## src/rtl/pc_fetch_unit_if.sv

```systemverilog
// Instruction-memory fetch port: request/address out, ready/data back.
// The fetch unit is the master; the memory model or bus adapter is the slave.
interface pc_fetch_unit_if;
    logic        IMemReq;
    logic [31:0] IMemAddr;
    logic        IMemReady;
    logic [31:0] IMemData;

    modport master (
        output IMemReq,
        output IMemAddr,
        input  IMemReady,
        input  IMemData
    );

    modport slave (
        input  IMemReq,
        input  IMemAddr,
        output IMemReady,
        output IMemData
    );
endinterface

```

## src/rtl/pc_fetch_unit.sv

```systemverilog
// PC holder and fetch/execute sequencer for the single-cycle core.
// Fetches one word per instruction, presents it for execution, commits NextPC.
module pc_fetch_unit #(
    parameter logic [31:0] RESET_PC = 32'd0,
    parameter int          BCNT_W   = 16
) (
    input  logic                clk,
    input  logic                reset,
    pc_fetch_unit_if.master     imem,
    input  logic signed [31:0]  NextPC,
    input  logic                PCSrc,
    input  logic                Stall,
    input  logic                Halt,
    output logic [31:0]         Instr,
    output logic                InstrValid,
    output logic signed [31:0]  PC,
    output logic signed [31:0]  PCPlus1,
    output logic                Halted,
    output logic [31:0]         InstrCount,
    output logic [BCNT_W-1:0]   BranchCount
);

    typedef enum logic [1:0] {
        S_FETCH = 2'd0,
        S_EXEC  = 2'd1,
        S_HALT  = 2'd2
    } state_t;

    localparam logic [BCNT_W-1:0] BCNT_MAX = {BCNT_W{1'b1}};

    state_t              state_q, state_d;
    logic signed [31:0]  pc_q, pc_d;
    logic [31:0]         instr_q, instr_d;
    logic [31:0]         icnt_q, icnt_d;
    logic [BCNT_W-1:0]   bcnt_q, bcnt_d;
    logic                imem_req_q, imem_req_d;
    logic                instr_valid_q, instr_valid_d;
    logic                halted_q, halted_d;

    always_comb begin
        state_d = state_q;
        pc_d    = pc_q;
        instr_d = instr_q;
        icnt_d  = icnt_q;
        bcnt_d  = bcnt_q;

        unique case (state_q)
            S_FETCH: begin
                if (imem.IMemReady) begin
                    instr_d = imem.IMemData;
                    state_d = S_EXEC;
                end
            end
            S_EXEC: begin
                // Halt outranks Stall: a stalled halt still retires and stops the core.
                if (Halt) begin
                    icnt_d  = icnt_q + 32'd1;
                    state_d = S_HALT;
                end else if (!Stall) begin
                    pc_d   = NextPC;
                    icnt_d = icnt_q + 32'd1;
                    if (PCSrc && (bcnt_q != BCNT_MAX)) begin
                        bcnt_d = bcnt_q + 1'b1;
                    end
                    state_d = S_FETCH;
                end
            end
            S_HALT: begin
                state_d = S_HALT;
            end
            default: begin
                state_d = S_FETCH;
            end
        endcase

        // Status outputs are registered from the next state so they line up with it.
        imem_req_d    = (state_d == S_FETCH);
        instr_valid_d = (state_d == S_EXEC);
        halted_d      = (state_d == S_HALT);
    end

    always_ff @(posedge clk or posedge reset) begin
        if (reset) begin
            state_q       <= S_FETCH;
            pc_q          <= RESET_PC;
            instr_q       <= 32'd0;
            icnt_q        <= 32'd0;
            bcnt_q        <= '0;
            imem_req_q    <= 1'b1;
            instr_valid_q <= 1'b0;
            halted_q      <= 1'b0;
        end else begin
            state_q       <= state_d;
            pc_q          <= pc_d;
            instr_q       <= instr_d;
            icnt_q        <= icnt_d;
            bcnt_q        <= bcnt_d;
            imem_req_q    <= imem_req_d;
            instr_valid_q <= instr_valid_d;
            halted_q      <= halted_d;
        end
    end

    assign imem.IMemReq  = imem_req_q;
    assign imem.IMemAddr = pc_q;

    assign Instr       = instr_q;
    assign InstrValid  = instr_valid_q;
    assign PC          = pc_q;
    assign PCPlus1     = pc_q + 32'sd1;
    assign Halted      = halted_q;
    assign InstrCount  = icnt_q;
    assign BranchCount = bcnt_q;

endmodule

```

## src/flat_wrapper.sv

```systemverilog
// flat-port wrapper written by rule: the top's interface ports become plain ports
module pc_fetch_unit_flat 
#(
    parameter logic [31:0] RESET_PC = 32'd0,
    parameter int          BCNT_W   = 16
)
  (clk, reset, NextPC, PCSrc, Stall, Halt, Instr, InstrValid, PC, PCPlus1, Halted, InstrCount, BranchCount, imem_IMemReq, imem_IMemAddr, imem_IMemReady, imem_IMemData);
  pc_fetch_unit_if imem_i ();
  input  logic clk;
  input  logic reset;
  input  logic signed [31:0] NextPC;
  input  logic PCSrc;
  input  logic Stall;
  input  logic Halt;
  output logic [31:0] Instr;
  output logic InstrValid;
  output logic signed [31:0] PC;
  output logic signed [31:0] PCPlus1;
  output logic Halted;
  output logic [31:0] InstrCount;
  output logic [BCNT_W-1:0] BranchCount;
  output wire logic [$bits(imem_i.IMemReq)-1:0] imem_IMemReq;
  output wire logic [$bits(imem_i.IMemAddr)-1:0] imem_IMemAddr;
  input wire logic [$bits(imem_i.IMemReady)-1:0] imem_IMemReady;
  input wire logic [$bits(imem_i.IMemData)-1:0] imem_IMemData;
  assign imem_IMemReq = imem_i.IMemReq;
  assign imem_IMemAddr = imem_i.IMemAddr;
  assign imem_i.IMemReady = imem_IMemReady;
  assign imem_i.IMemData = imem_IMemData;
  pc_fetch_unit #(.RESET_PC(RESET_PC), .BCNT_W(BCNT_W)) u_core (.clk(clk), .reset(reset), .imem(imem_i), .NextPC(NextPC), .PCSrc(PCSrc), .Stall(Stall), .Halt(Halt), .Instr(Instr), .InstrValid(InstrValid), .PC(PC), .PCPlus1(PCPlus1), .Halted(Halted), .InstrCount(InstrCount), .BranchCount(BranchCount));
endmodule
```

## config.mk

```make
export PLATFORM = sky130hd
export DESIGN_NAME = pc_fetch_unit_flat
export DESIGN_NICKNAME = d
export VERILOG_FILES = /design/src/rtl/pc_fetch_unit_if.sv /design/src/rtl/pc_fetch_unit.sv /design/src/flat_wrapper.sv
export SDC_FILE = /design/constraint.sdc
export NUM_CORES = 1
export LEC_CHECK = 0
export CAP_MARGIN = 0
export CELL_PAD_IN_SITES_DETAIL_PLACEMENT = 1
export CELL_PAD_IN_SITES_GLOBAL_PLACEMENT = 2
export CORE_ASPECT_RATIO = 0.75
export CORE_MARGIN = 8
export CORE_UTILIZATION = 27
export CTS_CLUSTER_SIZE = 28
export DETAILED_ROUTE_END_ITERATION = 7
export GPL_TIMING_DRIVEN = 1
export PLACE_DENSITY_LB_ADDON = 0.1
export SLEW_MARGIN = 25
export SYNTH_ARGS = -nofsm -noshare
export SYNTH_HDL_FRONTEND = slang
export SYNTH_SLANG_ARGS = --single-unit
```

## constraint.sdc

```tcl
create_clock -name clk -period 10.9 [get_ports clk]
set_input_delay 2.18 -clock clk [delete_from_list [all_inputs] [get_ports clk]]
set_output_delay 2.18 -clock clk [all_outputs]
set_load 0.05 [all_outputs]
```

==> results of run 1 <==
final cells by class:
type | instances | area, um^2 | share of cell area
clock buffers | 17 | 425 | 0.0482
clock inverters | 15 | 124 | 0.0140
inverters | 6 | 25.0 | 0.00283
multi-input cells | 366 | 2450 | 0.278
flip-flops and latches | 117 | 2930 | 0.332
well taps | 288 | 360 | 0.0408
repair buffers | 252 | 2520 | 0.285
flip-flops by register name (all words and copies together) (netlist names):
register,cells
u_core.Instr,32
u_core.state_q,2
u_core.Halted,1
u_core.PC,32
u_core.BranchCount,16
u_core.imem.IMemReq,1
u_core.InstrValid,1
u_core.InstrCount,32
worst max-delay path, cell delays in order, from the launching register on:
cell and delay (ns):
dfrtp_1 0.48, and4_1 0.32, nor4b_4 0.67, nand4_1 0.24
xnor2_1 0.20, clkdlybuf4s50_1 0.83
Yosys cell counts (all sizes together):
cell | n | area, um^2
xnor2 | 53 | 464
dfrtp | 116 | 2900
mux2i | 1 | 10.0
or3 | 1 | 11.3
mux2 | 35 | 394
buf | 39 | 282
nor2 | 12 | 45.0
nor3b | 2 | 15.0
clkbuf | 11 | 41.3
or4b | 1 | 13.8
nand3 | 32 | 160
nand2 | 112 | 423
xor2 | 23 | 201
o21ai | 4 | 20.0
nor4b | 5 | 71.3
and2 | 7 | 43.8
and3 | 11 | 68.8
nand4 | 24 | 150
dfstp | 1 | 26.3
nor2b | 2 | 12.5
nor4 | 8 | 71.3
inv | 6 | 22.5
or2 | 1 | 6.26
nor3 | 10 | 50.1
nand4b | 1 | 8.76
ha | 3 | 37.5
and4 | 16 | 140
nand2b | 2 | 12.5
logic make-up (layout without fill, tap and decap cells):
group,after synthesis,after routing
XOR/XNOR,76,76
multiplexers,36,36
adder cells (fa/ha/maj),3,3
AO/OA/AOI/OAI,4,4
AND/OR/NAND/NOR,247,247
buffers and inverters,56,290
flip-flops,117,117
worst max path at each step:
| stage | from | to | slack (ns) | cells after the start |
|---|---|---|---|---|
| floorplan | reset | u_core.BranchCount[0]$_DFFE_PP0P_ | 5.62 | 1 |
| global placement | u_core.PC[5]$_DFFE_PP0P_ | PCPlus1[31] | 5.65 | 5 |
| detailed placement | u_core.PC[5]$_DFFE_PP0P_ | PCPlus1[31] | 5.97 | 5 |
| CTS | u_core.PC[5]$_DFFE_PP0P_ | PCPlus1[31] | 5.50 | 5 |
| global route | u_core.PC[5]$_DFFE_PP0P_ | PCPlus1[31] | 5.31 | 5 |
| finish | u_core.PC[5]$_DFFE_PP0P_ | PCPlus1[31] | 5.56 | 5 |
metal layers:
layer / global-route usage / vias to the layer above / share of wire
li1: - / 2249 / -
met1: 0.180 / 2342 / 0.44
met2: 0.232 / 172 / 0.44
met3: 0.0787 / 13 / 0.11
met4: 0.0356 / 2 / 0.0091
met5: 0 / - / 0.00051
per-stage QoR:
| step | utilization | setup WS, ns | std cells |
|---|---|---|---|
| final | 0.422 | 5.56 | 1061 |
| after global routing | 0.422 | 5.31 | 1061 |
| after CTS | 0.422 | 5.50 | 1061 |
| after detailed placement | 0.395 | 5.97 | 1029 |
| after global placement | 0.395 | 5.65 | 1029 |
| after floorplan | - | 5.62 | 539 |
power by group through the flow:
stage	Clock, uW	Combinational [uW]	Sequential, uW
global route	559	1790	774
finish	522	1720	744
global placement	0	1730	742
CTS	543	1740	750
floorplan	0	738	1180
detailed placement	0	1740	755
==> flow_metrics.py, run 1 <==
metrics = {
    "run_status": {
        "run_status": "finished clean",
    },
    "finish": {
        "fin_area_um2": 8830,
        "n_antenna_cell": 0,
        "drive_gt1_frac": 0.109,
        "final_cell_mix": "clkdlybuf4s50_1, dfrtp_1, nand2_1, xnor2_1, mux2_2",
        "fillCellCount": 2331,
        "nets": 833,
        "final_common_cell": "clkdlybuf4s50_1",
        "area_delta_synth_final_pct": 54.8,
    },
    "routing": {
        "post-route-drc-count": 0,
        "num_vias": 4778,
        "routedWlPerCell_um": 18.4,
        "drtAntennaViolNets": 0,
        "viasPerCell": 4.50,
        "dr.pass1.iters": 4,
        "dr.first_iter.drc_count": 128,
        "totalWireLength_um": 19500,
    },
    "sta": {
        "slew_headroom": 0.263,
        "worstMarginPinSlew_ns": 1.10,
        "finalSetupTns_ns": 0,
        "fin_crit_sh": 0.490,
        "setup_viol": 0,
        "maxClockFrequency_ghz": 0.187,
        "finalMaxSlewViolations": 0,
        "rsz0062_at_grt": "false",
        "final.setup_skew_ns": 0.00881,
        "post-route-min-period_ns": 5.34,
        "holdWs_ns": 0.474,
        "final-hold-violation-count": 0,
    },
    "worst_setup_path": {
        "criticalPathCategory": "reg -> out",
        "r2r_slack_ns": 8.73,
        "start_kind": "flip-flop",
        "critical_path_peak_fanout": 11,
        "rr_endpoint": "u_core.InstrCount[27]$_DFFE_PP0P_",
        "rr_startpoint": "u_core.InstrCount[16]$_DFFE_PP0P_",
        "cp.required_ns": 8.72,
        "r2r_cells": 4,
        "cp.arrival_ns": 3.16,
        "cp-end-kind": "output pin",
    },
    "floorplan": {
        "core_um2": 21000,
        "placementRows": 46,
        "dieWidth_um": 184,
        "start_util": 0.272,
        "die-area_um2": 26100,
        "io_pins": 249,
        "dieHeight_um": 142,
    },
    "clock_network": {
        "cts_setup_buffers": 0,
        "cts.path.max_buffers": 2,
        "clkSlewWorstSetupHoldPaths_ns": 0.06,
        "clock_sinks": 117,
        "cts.hold.buffers_added": 0,
        "clock_latency_ns": 0.42,
        "cts_made_buffers": 17,
        "cts_resized": 0,
        "cts.htree.levels": 4,
        "clockRootBuffer": "clkbuf_16",
        "cts_tree": "done",
    },
    "synth": {
        "ys_types": 35,
        "ys_seq_area_frac": 0.513,
        "synth_xor_area_frac": 0.117,
        "synth-compound-area-share": 0.00351,
        "synth_top_family_by_area": "simple AND/OR/NAND/NOR gates",
        "syn_area_um2": 5710,
        "synthCells": 539,
        "yosysWarnings": 0,
        "synth.net_count": 612,
        "yosys.area_share.adder": 0.00658,
        "synthSimpleGateAreaFrac": 0.229,
        "ys_ff_latch": 117,
        "muxShareOfSynthArea": 0.0708,
        "syn-mean-instance-area_um2": 10.6,
    },
    "power_and_ir_drop": {
        "leakagePower_uw": 0.00368,
        "p_seq_frac": 0.249,
        "combPwrFrac": 0.576,
        "p_clk_frac": 0.175,
        "p_switching_uw": 1550,
        "power.internal_uw": 1430,
        "swShare": 0.520,
        "power.total_uw": 2980,
        "power.density_nw_per_um2": 338,
        "peakVddDrop_v": 0.000122,
    },
    "global_routing": {
        "track_usage": 0.149,
        "grt_pass1_vias": 5205,
        "grt_overflow": 0,
        "grt_max_degree": 81,
        "grt_antenna_before_repair": 1,
        "grt_pass1_wl_um": 30500,
    },
    "min_path": {
        "hold_depth": 1,
        "hold_start": "u_core.InstrCount[31]$_DFFE_PP0P_",
        "hp-class": "reg -> reg",
        "holdPathEnd": "u_core.InstrCount[31]$_DFFE_PP0P_",
    },
    "placement": {
        "io_buffers": 248,
        "gp_congestion": 0.771,
        "placedInstanceArea_um2": 8280,
        "dpl.hpwl_um": 14600,
    },
    "flow_run": {
        "maxCapViolCount": 0,
    },
}
(Power assumes the default switching activity.)
==> inputs of run 2 (changes only) <==
--- a/config.mk
+++ b/config.mk
@@ -10,7 +10,7 @@
 export CELL_PAD_IN_SITES_GLOBAL_PLACEMENT = 2
 export CORE_ASPECT_RATIO = 0.75
 export CORE_MARGIN = 8
-export CORE_UTILIZATION = 27
+export CORE_UTILIZATION = 25
 export CTS_CLUSTER_SIZE = 28
 export DETAILED_ROUTE_END_ITERATION = 7
 export GPL_TIMING_DRIVEN = 1
==> constraint.sdc (replaced) <==
create_clock -name clk -period 5.2 [get_ports clk]
set_input_delay 1.04 -clock clk [delete_from_list [all_inputs] [get_ports clk]]
set_output_delay 1.04 -clock clk [all_outputs]
set_load 0.05 [all_outputs]
==> flow_metrics.py, run 2 (synthesized netlist as in run 1, its figures left out) <==
metrics = {
    "sta": {
        "maxClockFrequency_ghz": 0.252,
        "fin_crit_sh": 0.764,
        "finalSetupTns_ns": 0,
        "finalMaxSlewViolations": 0,
        "slew_headroom": 0.411,
        "worstMarginPinSlew_ns": 0.881,
        "setup_viol": 0,
        "final.setup_skew_ns": 0.00944,
        "rsz0062_at_grt": "false",
        "post-route-min-period_ns": 3.97,
        "final-hold-violation-count": 0,
    },
    "clock_network": {
        "cts.htree.levels": 4,
        "cts_made_buffers": 17,
        "clock_latency_ns": 0.41,
        "cts.path.max_buffers": 2,
        "clockRootBuffer": "clkbuf_16",
        "cts_setup_buffers": 0,
        "cts_tree": "done",
        "cts_resized": 0,
        "clkSlewWorstSetupHoldPaths_ns": 0.06,
        "cts.hold.buffers_added": 0,
        "clock_sinks": 117,
    },
    "worst_setup_path": {
        "r2r_slack_ns": 2.99,
        "critical_path_peak_fanout": 8,
        "crit_buf_inv": 1,
        "criticalPathCategory": "reg -> out",
        "crit_slowest_cell": "clkdlybuf4s50_1",
        "crit_chain": "ha_1, and4_1, and3_1, nand4_1, xnor2_1, clkdlybuf4s50_1",
        "cp.arrival_ns": 2.93,
        "critPathTopFamily": "simple AND/OR/NAND/NOR gates",
        "start_kind": "flip-flop",
        "cpPeakStageDelay_ns": 0.83,
        "cp-end-kind": "output pin",
        "cp.required_ns": 4.16,
    },
    "global_routing": {
        "track_usage": 0.142,
        "grt_antenna_before_repair": 1,
        "grt_pass1_vias": 5238,
        "grt_max_degree": 81,
        "grt_overflow": 0,
        "grt_pass1_wl_um": 31300,
    },
    "flow_run": {
        "maxCapViolCount": 0,
    },
    "floorplan": {
        "core_um2": 22700,
        "io_pins": 249,
        "placementRows": 48,
        "dieHeight_um": 147,
        "dieWidth_um": 190,
        "die-area_um2": 28000,
        "start_util": 0.251,
    },
    "run_status": {
        "run_status": "finished clean",
    },
    "routing": {
        "totalWireLength_um": 19800,
        "dr.first_iter.drc_count": 213,
        "drtAntennaViolNets": 0,
        "num_vias": 4795,
        "dr.pass1.iters": 4,
        "post-route-drc-count": 0,
        "routedWlPerCell_um": 18.5,
        "viasPerCell": 4.47,
    },
    "finish": {
        "nets": 834,
        "layout.cells.non_filler": 1073,
        "drive_gt1_frac": 0.109,
        "final_cell_mix": "clkdlybuf4s50_1, dfrtp_1, nand2_1, xnor2_1, mux2_2",
        "post-route-util": 0.391,
        "area_delta_synth_final_pct": 55.6,
        "n_antenna_cell": 0,
        "final_common_cell": "clkdlybuf4s50_1",
    },
    "placement": {
        "gp_congestion": 0.731,
        "io_buffers": 248,
        "dpl.hpwl_um": 14800,
        "dp_cells": 1042,
    },
    "power_and_ir_drop": {
        "peakVddDrop_v": 0.000318,
        "leakagePower_uw": 0.00371,
        "power.total_uw": 6320,
        "power.density_nw_per_um2": 712,
    },
    "min_path": {
        "hp-class": "reg -> reg",
    },
}
## run 2: routing by layer
metal,share of wire,global-route usage,routed length [um],vias to the layer above
met2,0.44,0.215,8720,173
met5,0.00066,0,13,-
met1,0.44,0.174,8690,2355
li1,-,-,-,2249
met3,0.11,0.0708,2220,16
met4,0.0091,0.0406,181,2
## run 2: report_power, final
part	total, uW	switching (uW)	leakage, uW	internal, uW
logic	3590	2410	0.00195	1180
registers	1560	361	0.00148	1200
clock network	1170	460	0.000280	707
## run 2: cell type report
cell class	instances	area (um^2)
fillers	2537	13800
flip-flops and latches	117	2930
repair buffers	253	2520
multi-input cells	366	2450
clock buffers	17	425
well taps	300	375
clock inverters	14	151
inverters	6	27.5
## run 2: worst paths after layout
path | cells past startpoint | end | start
setup / recovery | 6 | PCPlus1[28] | u_core.PC[1]$_DFFE_PP0P_
hold / removal | 1 | u_core.InstrCount[31]$_DFFE_PP0P_ | u_core.InstrCount[31]$_DFFE_PP0P_
setup reg to reg | 4 | u_core.BranchCount[15]$_DFFE_PP0P_ | u_core.state_q[1]$_DFF_PP0_
hold reg to reg | 1 | u_core.InstrCount[31]$_DFFE_PP0P_ | u_core.InstrCount[31]$_DFFE_PP0P_
max in group asynchronous | 3 | u_core.imem.IMemReq$_DFF_PP1_ | reset
min in group asynchronous | 2 | u_core.BranchCount[11]$_DFFE_PP0P_ | reset
## run 2: stage by stage
stage          setup slack (ns)  area (um^2)  hold WS, ns
2_1_floorplan              1.06         5710        0.522
3_3_place_gp               1.70         8290        0.463
3_5_place_dp               1.62         8290        0.467
4_1_cts                    1.16         8870        0.475
5_1_grt                   0.984         8880        0.479
6_report                   1.23         8880        0.467
